--- config.mk ---
export PLATFORM = sky130hd
export DESIGN_NAME = pipeline_hazard_ctrl
export DESIGN_NICKNAME = d
export VERILOG_FILES = /design/src/rtl/cpu_types_pkg.sv /design/src/rtl/hazard_detect.sv /design/src/rtl/pipeline_hazard_ctrl.sv
export SDC_FILE = /design/constraint.sdc
export NUM_CORES = 1
export LEC_CHECK = 0
export CELL_PAD_IN_SITES_DETAIL_PLACEMENT = 1
export CELL_PAD_IN_SITES_GLOBAL_PLACEMENT = 2
export CORE_ASPECT_RATIO = 0.6
export CORE_UTILIZATION = 30
export DETAILED_ROUTE_END_ITERATION = 10
export PLACE_DENSITY = 0.83
export RECOVER_POWER = 100
export SLEW_MARGIN = 40
export SYNTH_ARGS = -nofsm -noshare
export SYNTH_HDL_FRONTEND = slang
export SYNTH_HIERARCHICAL = 1
export SYNTH_SLANG_ARGS = --single-unit
--- constraint.sdc ---
create_clock -name CLK -period 6.2 [get_ports CLK]
set_input_delay 1.24 -clock CLK [delete_from_list [all_inputs] [get_ports CLK]]
set_output_delay 1.24 -clock CLK [all_outputs]
set_load 0.01 [all_outputs]
--- src/rtl/cpu_types_pkg.sv ---
// Shared CPU types: hazard controller FSM states and register-index type.
package cpu_types_pkg;

  typedef enum logic [1:0] {
    RUN,
    DWAIT,
    HALT
  } hazard_state_t;

  typedef logic [4:0] regbits_t;

endpackage

--- src/rtl/hazard_detect.sv ---
// Load-use comparator: flags an ID-stage read of a register an EX-stage load is about to write.
module hazard_detect #(
  parameter int unsigned REG_W = 5
) (
  input  logic [REG_W-1:0] id_rs,
  input  logic [REG_W-1:0] id_rt,
  input  logic [REG_W-1:0] ex_rt,
  input  logic             ex_memread,
  output logic             luse
);

  // Register zero is hardwired, so a load targeting it never creates a dependency.
  always_comb begin
    luse = ex_memread && (ex_rt != '0) && ((ex_rt == id_rs) || (ex_rt == id_rt));
  end

endmodule

--- src/rtl/pipeline_hazard_ctrl.sv ---
// Pipeline sequencer: per-cycle advance/stall/bubble decisions for the PC and the four
// pipeline registers, with a RUN/DWAIT/HALT FSM and stall/flush performance counters.
module pipeline_hazard_ctrl
  import cpu_types_pkg::*;
#(
  parameter int unsigned REG_W = 5,
  parameter int unsigned CNT_W = 32
) (
  input  logic             CLK,
  input  logic             nRST,
  input  logic             ihit,
  input  logic             dhit,
  input  logic             mem_memread,
  input  logic             mem_memwrite,
  input  logic             mem_pcsrc,
  input  logic             ex_memread,
  input  logic [REG_W-1:0] ex_rt,
  input  logic [REG_W-1:0] id_rs,
  input  logic [REG_W-1:0] id_rt,
  input  logic             wb_halt,
  output logic             pc_wen,
  output logic             if_id_wen,
  output logic             id_ex_wen,
  output logic             ex_mem_wen,
  output logic             mem_wb_wen,
  output logic             if_id_flush,
  output logic             id_ex_flush,
  output logic             ex_mem_flush,
  output logic             dmem_wait,
  output logic             halted,
  output logic [CNT_W-1:0] stall_cnt,
  output logic [CNT_W-1:0] flush_cnt
);

  localparam logic [CNT_W-1:0] CNT_ONE = CNT_W'(1);

  hazard_state_t    state_q, state_d;
  logic [CNT_W-1:0] stall_cnt_q, flush_cnt_q;
  logic             luse;
  logic             dmem_stall;
  logic             stall_inc, flush_inc;

  hazard_detect #(
    .REG_W (REG_W)
  ) u_hazard_detect (
    .id_rs      (id_rs),
    .id_rt      (id_rt),
    .ex_rt      (ex_rt),
    .ex_memread (ex_memread),
    .luse       (luse)
  );

  // Once in DWAIT the wait persists until dhit, even if the MEM-stage request bits drop.
  assign dmem_stall = ((state_q == DWAIT) || mem_memread || mem_memwrite) && !dhit;

  always_comb begin
    pc_wen       = 1'b0;
    if_id_wen    = 1'b0;
    id_ex_wen    = 1'b0;
    ex_mem_wen   = 1'b0;
    mem_wb_wen   = 1'b0;
    if_id_flush  = 1'b0;
    id_ex_flush  = 1'b0;
    ex_mem_flush = 1'b0;
    flush_inc    = 1'b0;
    state_d      = state_q;

    if (!nRST) begin
      state_d = RUN;
    end else begin
      unique case (state_q)
        HALT: ;
        RUN, DWAIT: begin
          if (wb_halt) begin
            mem_wb_wen = 1'b1;
            state_d    = HALT;
          end else if (dmem_stall) begin
            state_d = DWAIT;
          end else begin
            state_d    = RUN;
            if_id_wen  = 1'b1;
            id_ex_wen  = 1'b1;
            ex_mem_wen = 1'b1;
            mem_wb_wen = 1'b1;
            if (mem_pcsrc) begin
              pc_wen       = 1'b1;
              if_id_flush  = 1'b1;
              id_ex_flush  = 1'b1;
              ex_mem_flush = 1'b1;
              flush_inc    = 1'b1;
            end else if (luse) begin
              if_id_wen   = 1'b0;
              id_ex_flush = 1'b1;
            end else if (!ihit) begin
              if_id_flush = 1'b1;
            end else begin
              pc_wen = 1'b1;
            end
          end
        end
        default: state_d = RUN;
      endcase
    end

    stall_inc = nRST && (state_q != HALT) && !pc_wen;
    dmem_wait = nRST && (state_q == DWAIT);
    halted    = nRST && (state_q == HALT);
  end

  always_ff @(posedge CLK) begin
    if (!nRST) begin
      state_q     <= RUN;
      stall_cnt_q <= '0;
      flush_cnt_q <= '0;
    end else begin
      state_q <= state_d;
      if (stall_inc) stall_cnt_q <= stall_cnt_q + CNT_ONE;
      if (flush_inc) flush_cnt_q <= flush_cnt_q + CNT_ONE;
    end
  end

  assign stall_cnt = stall_cnt_q;
  assign flush_cnt = flush_cnt_q;

endmodule

==> out/results.tsv <==
stage	metric	value	unit
status	status	complete, no violations	
logic_synthesis	Post-Syn Nets	440	
floorplan	I/O Pins	98	
sta	Hold Vio Cnt, Final	0	
sta	final setup margin	987	ps
power_and_ir_drop	P_leak	1.92	nW
worst_setup_path	required time of the critical path	4960	ps
clock_network	Clock Pin Slew Worst Setup and Hold Paths	60	ps
logic_synthesis	Post-Synthesis Cells	414	
sta	setup_tns	0	ps
clock_network	Root Driver	clkbuf_16	
worst_hold_path	WHS Endpoint	flush_cnt[31]	
grt	met2 GRT Util	0.298	
route	DRC errors left	0	
route	Total Wirelength	11200	microns
clock_network	Clk Latency, worst-skew pair	330	ps
logic_synthesis	top-area cell type share of the netlist area	0.382	
sta	Worst Tran Pin Value	1260	ps
floorplan	Core ar.	10900	sq um
sta	Final Cycle Share	0.841	
worst_setup_path	FF-to-FF setup slack	3330	ps
logic_synthesis	Area contributors post-synth	dfxtp_1, mux2i_1, xnor2_1, nand2_1, nor2_1	
layout	Finished Core Util	0.441	
worst_setup_path	worst flop-to-flop path endpoint	stall_cnt[25]	
clock_network	Clock Path Buffers	2	
grt	largest net degree at the start of global routing	49	
worst_setup_path	crit path max fanout	41	
run	Max Cap Viol	0	
logic_synthesis	Seq/Total Area, Yosys	0.382	
logic_synthesis	Synth Cell Area	3460	sq um
sta	f_max	192	MHz
sta	minimum clock period	5210	ps
sta	RSZ-0062 raised after global routing	no	
logic_synthesis	Post-synth EDFFs	0	
worst_setup_path	kind of critical path	primary input to primary output	
power_and_ir_drop	peak supply drop	0.000153	V
route	number of vias per cell	5.29	
layout	share of cells above drive strength 1	0.0452	
worst_hold_path	worst hold path startpoint	flush_cnt[31]	
worst_setup_path	worst r2r src	state_q[1]	
grt	GR Util All Layers	0.195	
clock_network	Num CTS Buffers	9	
sta	relative slew slack	0.148	
logic_synthesis	Post-Syn Area per Cell	8.36	sq um
worst_setup_path	Worst EP arrival	3970	ps
worst_setup_path	critical path launch point type	primary input	
floorplan	FP Rows	29	
layout	commonest non-fill, non-tap cells in the layout	dlygate4sd3_1, dfxtp_1, nand2_1	
sta	Clock Skew	11.0	ps
worst_setup_path	worst r2r path cells	5	
logic_synthesis	Synth Register Bits	66	
grt	initial antenna violation count	0	
grt	global route hottest layer	met2	
layout	Antenna Cells	0	
clock_network	PostCTS Resize Cnt	0	
sta	pins over their slew limit	0	
grt	number of global-route vias before repair	3446	
floorplan	Die ar.	12000	sq um
layout	Area growth, synth to finish	38.8	%
worst_hold_path	Hold WC Path Type	flip-flop to flip-flop	
floorplan	Die X	141	microns
clock_network	CTS H-tree lvls	3	
grt	GR Util met3	0.0429	
logic_synthesis	asr flop ratio synth	0	
logic_synthesis	Synth area leader	dfxtp_1	
layout	fin nets	531	
logic_synthesis	Synth Flop Type	dfxtp_1	
route	Final ANT Viol Nets	0	
logic_synthesis	synth warn	6	
route	WL/cell	17.3	microns
placement	Placer Congestion	0.798	
route	Starting DRT DRC Count	176	
placement	Final HPWL DP	8250	microns
layout	most common cell after layout, fill and taps aside	dlygate4sd3_1	
route	via count	3428	
layout	Fill cells	1275	
clock_network	clk sinks	66	
route	TritonRoute pass-1 iters	4	
grt	met1 Use GR	0.279	
power_and_ir_drop	total power draw	0.00103	W
grt	gr ovfl total	0	
clock_network	CTS tree	built	
power_and_ir_drop	Power Density	214	nW/um^2
placement	number of buffers added on ports	97	
floorplan	initial core utilization	0.318	
floorplan	Die Span Y	85.2	microns
clock_network	hold_buf cts	0	
placement	Setup WS pre-CTS	1370	ps
sta	Hold WS	485	ps
sta	Final setup violation count	0	
worst_hold_path	worst hold path depth	2	
worst_setup_path	CP endpoint kind	primary output	
clock_network	Setup Buffers After CTS	0	
logic_synthesis	Synth cell types	48	
grt	first-pass GRT wire length	18300	microns
==> critical path, stage by stage <==
cell and delay [ps]:
dlygate4sd3_1 550, buf_4 390, nor3b_1 720, o21ai_2 290, nor2_1 150, dlygate4sd3_1 630
==> metal layers <==
layer | wire, microns | share of wire | vias up
met5 | 0 | 0 | -
met1 | 5810 | 0.52 | 1684
met3 | 412 | 0.037 | 8
met4 | 81 | 0.0072 | 0
li1 | - | - | 1678
met2 | 4880 | 0.44 | 58
==> final cells by class <==
| cell class | instances | area [sq um] | share of cell area |
|---|---|---|---|
| multi-input cells | 322 | 1990 | 0.414 |
| flip-flops and latches | 66 | 1320 | 0.275 |
| repair buffers | 100 | 993 | 0.207 |
| clock buffers | 13 | 270 | 0.0562 |
| well taps | 139 | 174 | 0.0362 |
| clock inverters | 2 | 35.0 | 0.00729 |
| inverters | 6 | 22.5 | 0.00469 |
==> power by group <==
group | total, W | switching (W) | internal, W
registers | 0.000433 | 0.00000487 | 0.000428
logic | 0.0000779 | 0.0000430 | 0.0000348
clock network | 0.000519 | 0.000178 | 0.000341
==> worst max-delay path by stage <==
stage / endpoint / slack, ps / depth (start not counted) / startpoint
floorplan: if_id_flush / 2240 / 5 / ex_rt[1]
CTS: if_id_flush / 1360 / 7 / ex_rt[1]
finish: pc_wen / 990 / 6 / nRST
detailed placement: if_id_flush / 1370 / 7 / ex_rt[1]
global route: pc_wen / 830 / 6 / nRST
global placement: if_id_flush / 1450 / 7 / ex_rt[1]
==> registers in the layout (all words and copies together), names as in the netlist <==
register	cells
stall_cnt	32
flush_cnt	32
state_q	2
==> Yosys cell counts, types with 2 or more instances <==
| cell | count |
|---|---|
| buf_1 | 3 |
| buf_2 | 6 |
| and4_1 | 9 |
| o21ai_0 | 14 |
| ha_1 | 2 |
| o21ai_1 | 2 |
| a21oi_1 | 22 |
| or3_1 | 13 |
| and2_1 | 3 |
| xnor2_1 | 22 |
| nor2_1 | 36 |
| nor3b_1 | 2 |
| o211ai_2 | 2 |
| or4_1 | 8 |
| xor2_1 | 10 |
| nand2b_1 | 19 |
| inv_1 | 6 |
| buf_4 | 2 |
| nor4_1 | 11 |
| nor3_4 | 2 |
| nand3_1 | 22 |
| nor3_1 | 8 |
| mux2i_1 | 20 |
| o211ai_1 | 2 |
| o21a_1 | 2 |
| clkbuf_1 | 9 |
| and3_1 | 4 |
| nand2_1 | 44 |
| dfxtp_1 | 66 |
| o31ai_1 | 6 |
| nand4_1 | 20 |
==> cells by family after synthesis <==
| kind of cell | after synthesis | synth area share |
|---|---|---|
| flip-flops | 66 | 0.382 |
| buffers and inverters | 26 | 0.0325 |
| AND/OR/NAND/NOR | 210 | 0.336 |
| XOR/XNOR | 32 | 0.0810 |
| AO/OA/AOI/OAI | 58 | 0.103 |
| adder cells (fa/ha/maj) | 2 | 0.00723 |
| multiplexers | 20 | 0.0578 |
==> metrics by stage <==
step                      instances  area [sq um]
after floorplan                 414          3460
after global placement          633          4540
after detailed placement        633          4540
after CTS                       648          4840
after global routing            648          4800
final                           648          4800
(Power assumes the default switching activity.)
